<file path="src/rtl/regfile_arb_pkg.sv">
// Shared constants and state encoding for the register-file read arbiter.
package regfile_arb_pkg;

    localparam int REG_ADDR_W = 4;
    localparam int REG_DATA_W = 16;
    localparam int NUM_REGS   = 16;

    // IDLE: no grant outstanding; ISSUE: a grant is driving the mux;
    // LOCKED: one requester owns the mux for back-to-back reads.
    typedef enum logic [1:0] {
        IDLE   = 2'd0,
        ISSUE  = 2'd1,
        LOCKED = 2'd2
    } arb_state_t;

endpackage

</file>
<file path="src/rtl/regfile_read_arbiter_rr_priority_pick.sv">
// Combinational round-robin picker: returns the first set bit of eligible
// found by searching upward from rr_ptr+1, wrapping modulo NUM_REQ.
module rr_priority_pick #(
    parameter int NUM_REQ = 4,
    parameter int PTR_W   = 2
) (
    input  logic [NUM_REQ-1:0] eligible,
    input  logic [PTR_W-1:0]   rr_ptr,
    output logic [PTR_W-1:0]   winner,
    output logic               any
);

    localparam int SUM_W = PTR_W + 1;

    logic [2*NUM_REQ-1:0] doubled;
    logic [NUM_REQ-1:0]   rotated;
    logic [SUM_W-1:0]     offset;
    logic [SUM_W-1:0]     sum;

    // Rotate so that bit 0 of rotated corresponds to requester rr_ptr+1.
    assign doubled = {eligible, eligible} >> ({1'b0, rr_ptr} + SUM_W'(1));
    assign rotated = doubled[NUM_REQ-1:0];

    // Lowest set bit of the rotated vector, mapped back to a requester index.
    always_comb begin
        offset = '0;
        any    = 1'b0;
        for (int j = NUM_REQ - 1; j >= 0; j--) begin
            if (rotated[j]) begin
                offset = SUM_W'(j);
                any    = 1'b1;
            end
        end
        sum = {1'b0, rr_ptr} + SUM_W'(1) + offset;
        if (sum >= SUM_W'(NUM_REQ)) begin
            sum = sum - SUM_W'(NUM_REQ);
        end
        winner = sum[PTR_W-1:0];
    end

endmodule

</file>
<file path="src/rtl/regfile_read_arbiter.sv">
// Round-robin arbiter sharing one 16:1 register-file read mux among NUM_REQ
// requesters. Grant and mux select are registered; the mux output is captured
// one cycle later and tagged with a one-hot rd_valid.
// Optional feature: define REGFILE_ARB_LOCK_EN to add the lock input and the
// LOCKED state for atomic back-to-back reads by a single requester.
module regfile_read_arbiter
    import regfile_arb_pkg::*;
#(
    parameter int NUM_REQ = 4,
    parameter int DATA_W  = REG_DATA_W,
    parameter int ADDR_W  = REG_ADDR_W
) (
    input  logic                      clk,
    input  logic                      reset,
    input  logic [NUM_REQ-1:0]        req,
    input  logic [NUM_REQ*ADDR_W-1:0] addr,
`ifdef REGFILE_ARB_LOCK_EN
    input  logic [NUM_REQ-1:0]        lock,
`endif
    output logic [ADDR_W-1:0]         mux_sel,
    input  logic [DATA_W-1:0]         mux_data,
    output logic [NUM_REQ-1:0]        gnt,
    output logic [DATA_W-1:0]         rd_data,
    output logic [NUM_REQ-1:0]        rd_valid,
    output logic                      busy
);

    localparam int PTR_W = (NUM_REQ > 1) ? $clog2(NUM_REQ) : 1;

    arb_state_t          state_reg, state_next;
    logic [NUM_REQ-1:0]  gnt_reg, gnt_next;
    logic [ADDR_W-1:0]   mux_sel_reg, mux_sel_next;
    logic [PTR_W-1:0]    rr_ptr_reg, rr_ptr_next;
    logic [DATA_W-1:0]   rd_data_reg;
    logic [NUM_REQ-1:0]  rd_valid_reg;

    logic [NUM_REQ-1:0]  eligible;
    logic [PTR_W-1:0]    pick_winner;
    logic                pick_any;
    logic [ADDR_W-1:0]   req_addr [NUM_REQ];

    // Unpack the flat address bus into one index per requester.
    generate
        for (genvar gi = 0; gi < NUM_REQ; gi++) begin : g_addr
            assign req_addr[gi] = addr[gi*ADDR_W +: ADDR_W];
        end
    endgenerate

    // Eligibility: last cycle's winner is masked unless it holds the lock.
    always_comb begin
        eligible = req & ~gnt_reg;
`ifdef REGFILE_ARB_LOCK_EN
        if ((state_reg == LOCKED) && lock[rr_ptr_reg] && req[rr_ptr_reg]) begin
            eligible = '0;
            eligible[rr_ptr_reg] = 1'b1;
        end
`endif
    end

    rr_priority_pick #(
        .NUM_REQ (NUM_REQ),
        .PTR_W   (PTR_W)
    ) u_pick (
        .eligible (eligible),
        .rr_ptr   (rr_ptr_reg),
        .winner   (pick_winner),
        .any      (pick_any)
    );

    // Next grant, mux select, pointer and state from the picked winner.
    always_comb begin
        gnt_next     = '0;
        mux_sel_next = mux_sel_reg;
        rr_ptr_next  = rr_ptr_reg;
        state_next   = IDLE;
        if (pick_any) begin
            gnt_next[pick_winner] = 1'b1;
            mux_sel_next          = req_addr[pick_winner];
            rr_ptr_next           = pick_winner;
            state_next            = ISSUE;
`ifdef REGFILE_ARB_LOCK_EN
            if (lock[pick_winner]) begin
                state_next = LOCKED;
            end
`endif
        end
    end

    // Arbitration registers.
    always_ff @(posedge clk or posedge reset) begin
        if (reset) begin
            state_reg   <= IDLE;
            gnt_reg     <= '0;
            mux_sel_reg <= '0;
            rr_ptr_reg  <= PTR_W'(NUM_REQ - 1);
        end else begin
            state_reg   <= state_next;
            gnt_reg     <= gnt_next;
            mux_sel_reg <= mux_sel_next;
            rr_ptr_reg  <= rr_ptr_next;
        end
    end

    // Capture the mux output one cycle after grant and tag its owner.
    always_ff @(posedge clk or posedge reset) begin
        if (reset) begin
            rd_data_reg  <= '0;
            rd_valid_reg <= '0;
        end else if (gnt_reg != '0) begin
            rd_data_reg  <= mux_data;
            rd_valid_reg <= gnt_reg;
        end else begin
            rd_valid_reg <= '0;
        end
    end

    assign gnt      = gnt_reg;
    assign mux_sel  = mux_sel_reg;
    assign rd_data  = rd_data_reg;
    assign rd_valid = rd_valid_reg;
    assign busy     = (state_reg != IDLE);

endmodule

</file>
<file path="config.mk">
export PLATFORM = sky130hd
export DESIGN_NAME = regfile_read_arbiter
export DESIGN_NICKNAME = d
export VERILOG_FILES = /design/src/rtl/regfile_arb_pkg.sv /design/src/rtl/regfile_read_arbiter_rr_priority_pick.sv /design/src/rtl/regfile_read_arbiter.sv
export SDC_FILE = /design/constraint.sdc
export NUM_CORES = 1
export LEC_CHECK = 0
export ABC_CLOCK_PERIOD_IN_PS = 4500
export CAP_MARGIN = 30
export CORE_MARGIN = 2
export CORE_UTILIZATION = 46
export CTS_CLUSTER_SIZE = 12
export DETAILED_ROUTE_END_ITERATION = 8
export GPL_TIMING_DRIVEN = 0
export HOLD_SLACK_MARGIN = 0.05
export PLACE_DENSITY = 0.83
export SYNTH_ARGS = -nofsm -noshare
export SYNTH_HDL_FRONTEND = slang
export SYNTH_SLANG_ARGS = --single-unit
</file>
<file path="constraint.sdc">
create_clock -name clk -period 4.5 [get_ports clk]
set_input_delay 0.45 -clock clk [delete_from_list [all_inputs] [get_ports clk]]
set_output_delay 0.45 -clock clk [all_outputs]
set_load 0.005 [all_outputs]
</file>
; Word-level counts from Yosys, hierarchy flattened
; Cells that the tools add are included.
[classes]
n_addsub = 3
n_mul = 0
n_div = 0
magnitude_cmp = 4
n_eq_ne = 0
shift = 1
muxes = 17
n_bitwise = 3
reduce_logical = 3
[op_table]
columns = cell, count
row1 = 2-to-1 mux 4 bit, 4
row2 = 2-to-1 mux 2 bit, 5
row3 = binary-select mux 4 bit (select 2 bit), 1
row4 = >> shifter 8 x 3 -> 4 bit, 1
row5 = "greater-or-equal comparator 3 bit, second input constant", 2
row6 = 2-to-1 mux 1 bit, 6
row7 = AND 4 bit, 1
row8 = NOT 4 bit, 1
row9 = nonzero test 4 bit, 1
row10 = "adder 2 x 1 -> 3 bit, second input constant", 1
row11 = adder 3 x 2 -> 3 bit, 1
row12 = "less-than comparator 2 x 3 -> 1 bit, second input constant", 1
row13 = NOT 2 -> 3 bit, 1
row14 = demux 1 bit (select 2 bit), 1
row15 = "greater-or-equal comparator 2 x 1 -> 1 bit, second input constant", 1
row16 = nonzero test 2 bit, 1
row17 = "subtractor 2 x 1 -> 2 bit, second input constant", 1
row18 = logical AND 1 bit, 1
[word_totals]
register_bits = 32
latchBits = 0
ramBits = 0
mem_bits_ro = 0
input_bits = 38
n_memories = 0

; Depth between registers and ports, before layout
[depth]
depth_word = 15
ltp_mapped = 11
mapped_depth_nobuf = 9

; Hierarchy
; A second synthesis with hierarchy kept.
[unflattened]
hier_cells = 113
area_unflattened_um2 = 1407.6
[by_module_without_submodules]
columns = module, instances, cells_each, area_each_um2, seq_area_each_um2
row1 = regfile_read_arbiter, 1, 87, 1232.4, 778.2
row2 = rr_priority_pick, 1, 26, 175.2, 0.0

; Worst setup path after synthesis
; No wires, ideal clock.
[synth_path]
path_type = register to register
from = reg rr_ptr_reg[0]
to = reg mux_sel_reg[0] (netlist: mux_sel[0])
setup_ns = 0.121
arrival_ns = 2.582
required_ns = 4.379
setup_slack_ns = 1.797
stages_incl_launch_ff = 11
path_buffers = 2
synth_period_minus_slack_ns = 2.703
cell_sequence = dfstp_2 buf_2 inv_1 or3_1 o221ai_1 a21oi_1 ha_1 clkbuf_1 mux2i_1 o221ai_1 a22o_1
[synth_via]
elab_chain_cells = 13
[synth_lines]
columns = element, line
row1 = "start, declared", regfile_read_arbiter.sv:33  ; logic [PTR_W-1:0] rr_ptr_reg, rr_ptr_next;
row2 = "start signal, assigned", regfile_read_arbiter.sv:95  ; rr_ptr_reg <= PTR_W'(NUM_REQ - 1);
row3 = "start signal, assigned", regfile_read_arbiter.sv:100  ; rr_ptr_reg <= rr_ptr_next;
row4 = adder 2 x 1 -> 3 bit *, "regfile_read_arbiter_rr_priority_pick.sv:21, regfile_read_arbiter_rr_priority_pick.sv:34"
row5 = >> shifter 8 x 3 -> 4 bit, regfile_read_arbiter_rr_priority_pick.sv:21  ; assign doubled = {eligible, eligible} >> ({1'b0, rr_ptr} + SUM_W'(1));
row6 = 2-to-1 mux 2 bit (4 in series), regfile_read_arbiter_rr_priority_pick.sv:29  ; if (rotated[j]) begin
row7 = adder 3 x 2 -> 3 bit, regfile_read_arbiter_rr_priority_pick.sv:34  ; sum = {1'b0, rr_ptr} + SUM_W'(1) + offset;
row8 = greater-or-equal comparator 3 bit / subtractor 2 x 1 -> 2 bit (equally long branches), "regfile_read_arbiter_rr_priority_pick.sv:35, regfile_read_arbiter_rr_priority_pick.sv:36"
row9 = 2-to-1 mux 2 bit, regfile_read_arbiter_rr_priority_pick.sv:35  ; if (sum >= SUM_W'(NUM_REQ)) begin
row10 = NOT 2 -> 3 bit (not written as such), regfile_read_arbiter.sv:78  ; mux_sel_next = req_addr[pick_winner];
row11 = binary-select mux 4 bit (select 2 bit), regfile_read_arbiter.sv:78
row12 = 2-to-1 mux 4 bit (not written as such) (2 in series), regfile_read_arbiter.sv:78
row13 = "end signal, assigned", regfile_read_arbiter.sv:99  ; mux_sel_reg <= mux_sel_next;
row14 = "end, declared", regfile_read_arbiter.sv:32  ; logic [ADDR_W-1:0] mux_sel_reg, mux_sel_next;
; Every way passes the cells marked *; elsewhere a longest branch is shown, timed or not. The select of a mux whose other input is x is not followed.
; A chain may end at the register's enable or synchronous reset.

; Worst setup path after layout
[layout_path]
from = reg rr_ptr_reg[0]
to = reg mux_sel_reg[2] (netlist: mux_sel[2])
; The elaborated chain is that of the path after synthesis.

==> flow_summary.toml <==
[timing]
period_share = 0.712
final.hold.worst_slack_ns = 0.403
timing.final.max_slew_violations = 0
timing.setup.tns_ns = 0
final_hold_viol_count = 0
shortest_period_the_worst_path_allows_ns = 3.20
max_slew_margin = 0.603
worst_clock_skew_ns = 0.00997
max_slew.worst_pin.slew_ns = 0.596
maximum_achievable_frequency_mhz = 312
final.setup.worst_slack_ns = 1.30
finalSetupViolations = 0
unrepaired_setup_endpoints_after_global_routing = "no"

[clock_network]
cts.sinks = 31
htree_levels = 2
clock_tree_buffer_depth = 2
post-cts-setup-buffer-count = 0
inserted_clock_buffers = 5
cts_repair_resize_count = 0
hold_buffers = 0
insertion_delay_ns = 0.31
clock_tree_from_tritoncts = "yes"
path_clk_slew_ns = 0.09
clk_root_buffer_cell = "sky130_fd_sc_hd__clkbuf_4"

[floorplanning]
fp.coreArea_um2 = 3390
io_pins = 67
fp-row-count = 21
fp.dieArea_um2 = 4090
die_w_um = 63.9
die_h_um = 63.9
initial_core_utilization = 0.488

[synth]
seq_area_frac_synth = 0.471
synth_cell_types = 43
postSynth.asyncResetShare = 1.00
cell_area_synth_um2 = 1650
avgSynthCellArea_um2 = 12.4
synthesis.nets = 173
ys.flop_type = "sky130_fd_sc_hd__dfrtp_1"
ys_seq_elements = 31
post_synth_inst_count = 133
synth_edf_count = 0
synth-warning-count = 0

[place]
detailedPlacementHpwl_um = 2970
gp_congestion = 0.803
place.port_buffers = 66
dpl_worst_slack_ns = 1.04

[route]
number_of_vias_in_the_routed_layout = 1360
avgRoutedWirePerCell_um = 14.8
detail_route.vias_per_cell = 5.38
number_of_optimization_iterations_in_the_first_detailed_route_pass = 4
final_wirelength_um = 3740
antenna_left = 0
drc_violation_total_after_the_first_tritonroute_iteration = 63
drc = 0

[power]
intPower_uw = 1090
clkPwrFrac = 0.090
p_leak_uw = 0.00102
vdd.ir_drop.worst_mv = 0.420
pwr-share-seq = 0.288
power_uw = 1730
switching_power_uw = 638
p_comb_frac = 0.622
power.density_cell_area_nw_per_um2 = 705
switching_share_of_power = 0.368

[global_routing]
global_route.usage.total = 0.201
global_route.usage.met1 = 0.228
gr-usage-met2 = 0.359
grt_use_met3 = 0.0599
grt_remaining_overflow = 0
pin_count_of_the_biggest_net_entering_global_routing = 26
globalRoute.busiestLayer = "met2"
first_pass_grt_wire_length_um = 6310
grt_antenna_before_repair = 0
first_global_vias = 1341

[final_layout]
fraction_of_layout_instances_using_a_drive_strength_above_1 = 0.174
combined_area_of_the_multi_input_logic_cells_um2 = 801
finalNetCount = 247
filler_cell_count_in_the_final_layout = 249
syn2layout_area_growth_pct = 48.5
antenna_cells = 0
largest_register_ffs = 16
area_occupied_by_registers_um2 = 778

[critical_path]
startpoint_type = "flip-flop"
critPathCaptureType = "flip-flop"
maximum_fanout_count_along_the_critical_path = 10
cp.required_ns = 4.70
worstPathArrival_ns = 3.41
setup.worst_path.class = "reg -> reg"

[hold_path]
hold_crit_path_type = "in -> async"

[run_status]
status = "completed"

[run]
maxCapViolCount = 0
-- layer usage --
metal	part of all wire	wire length, um	up-vias
met5	0	0	-
met1	0.41	1540	654
met4	0.0094	35	0
met3	0.058	216	2
li1	-	-	643
met2	0.52	1950	61
-- cells in the mapped netlist, types with 3 or more instances --
master                     number  area [um^2]
sky130_fd_sc_hd__mux2_1         6         67.6
sky130_fd_sc_hd__inv_1          4         15.0
sky130_fd_sc_hd__clkbuf_1       4         15.0
sky130_fd_sc_hd__a21oi_1        3         15.0
sky130_fd_sc_hd__o221ai_1       9         78.8
sky130_fd_sc_hd__mux2_2        10          113
sky130_fd_sc_hd__a22o_1         4         35.0
sky130_fd_sc_hd__dfrtp_1       29          726
sky130_fd_sc_hd__nand2_1        4         15.0
sky130_fd_sc_hd__nor2b_1        5         31.3
sky130_fd_sc_hd__mux2i_1       11          110
sky130_fd_sc_hd__buf_4          3         22.5
-- path summary, 6_finish.rpt --
check / cells past startpoint / slack (ns) / from / endpoint
setup / recovery: 10 / 1.30 / rr_ptr_reg[0]$_DFFE_PP1P_ / mux_sel[2]$_DFFE_PP0P_
hold / removal: 2 / 0.40 / reset / state_reg[0]$_DFF_PP0_
setup reg to reg: 10 / 1.30 / rr_ptr_reg[0]$_DFFE_PP1P_ / mux_sel[2]$_DFFE_PP0P_
hold reg to reg: 1 / 0.50 / rd_data[7]$_DFFE_PP0N_ / rd_data[7]$_DFFE_PP0N_
max in group asynchronous: 3 / 3.58 / reset / rr_ptr_reg[1]$_DFFE_PP1P_
min in group clk: 1 / 0.50 / rd_data[7]$_DFFE_PP0N_ / rd_data[7]$_DFFE_PP0N_
-- cell type report --
type | count | area share
multi-input combinational | 87 | 0.326
sequential | 31 | 0.317
timing repair buffer | 67 | 0.280
buffer | 11 | 0.0240
tap | 46 | 0.0234
clock buffer | 6 | 0.0209
inverter | 4 | 0.00612
clock inverter | 1 | 0.00204
-- metrics by stage --
stage | instance area (um^2) | cells | utilization
after floorplan | 1650 | 133 | -
after global placement | 2370 | 245 | 0.700
after detailed placement | 2400 | 246 | 0.708
after CTS | 2450 | 253 | 0.724
after global routing | 2450 | 253 | 0.724
final | 2450 | 253 | 0.724
-- worst max-delay path, stage by stage (launching register included) --
cell and delay (ns):
sky130_fd_sc_hd__dfstp_2 0.52, sky130_fd_sc_hd__buf_2 0.20, sky130_fd_sc_hd__buf_1 0.36, sky130_fd_sc_hd__a31oi_1 0.15, sky130_fd_sc_hd__o221ai_1 0.20, sky130_fd_sc_hd__a21oi_1 0.10, sky130_fd_sc_hd__ha_1 0.34, sky130_fd_sc_hd__clkbuf_1 0.48
sky130_fd_sc_hd__mux2i_1 0.34, sky130_fd_sc_hd__o221ai_1 0.17, sky130_fd_sc_hd__a22o_1 0.21
-- logic make-up after synthesis --
kind of cell	share of synthesized area
AO/OA/AOI/OAI	0.167
AND/OR/NAND/NOR	0.126
flip-flops	0.471
buffers and inverters	0.0447
multiplexers	0.176
adder cells (fa/ha/maj)	0.0151
-- cell usage in the layout (no fill, tap or decap), drive strengths merged --
| master | count |
|---|---|
| clkdlybuf4s50 | 66 |
| dfrtp | 29 |
| mux2 | 16 |
| mux2i | 11 |
| clkbuf | 10 |
| o221ai | 9 |
| buf | 7 |
| nor2b | 5 |
| nand2 | 4 |
| inv | 4 |
| a22o | 4 |
| a21oi | 3 |
| nand2b | 3 |
| o21ai | 3 |
| o211ai | 3 |
| nor2 | 2 |
| nand3 | 2 |
| nor3b | 2 |
| and2 | 2 |
| ha | 2 |
| dfstp | 2 |
| nor3 | 2 |
| a22oi | 2 |
| nor4 | 1 |
| or2b | 1 |
| and2b | 1 |
| o31ai | 1 |
| a31oi | 1 |
| or3 | 1 |
| a2bb2oi | 1 |
| nor4bb | 1 |
| a311oi | 1 |
| dlygate4sd1 | 1 |
| nand3b | 1 |
| a211oi | 1 |
| o22ai | 1 |
| clkinv | 1 |
-- power by group through the flow --
stage	logic, uW	clock network (uW)	registers, uW
after global placement	1040	0	500
after detailed placement	1070	0	505
after CTS	1080	166	500
after global routing	1170	180	516
final	1080	156	498
after floorplan	660	0	508
(Power assumes the default switching activity.)
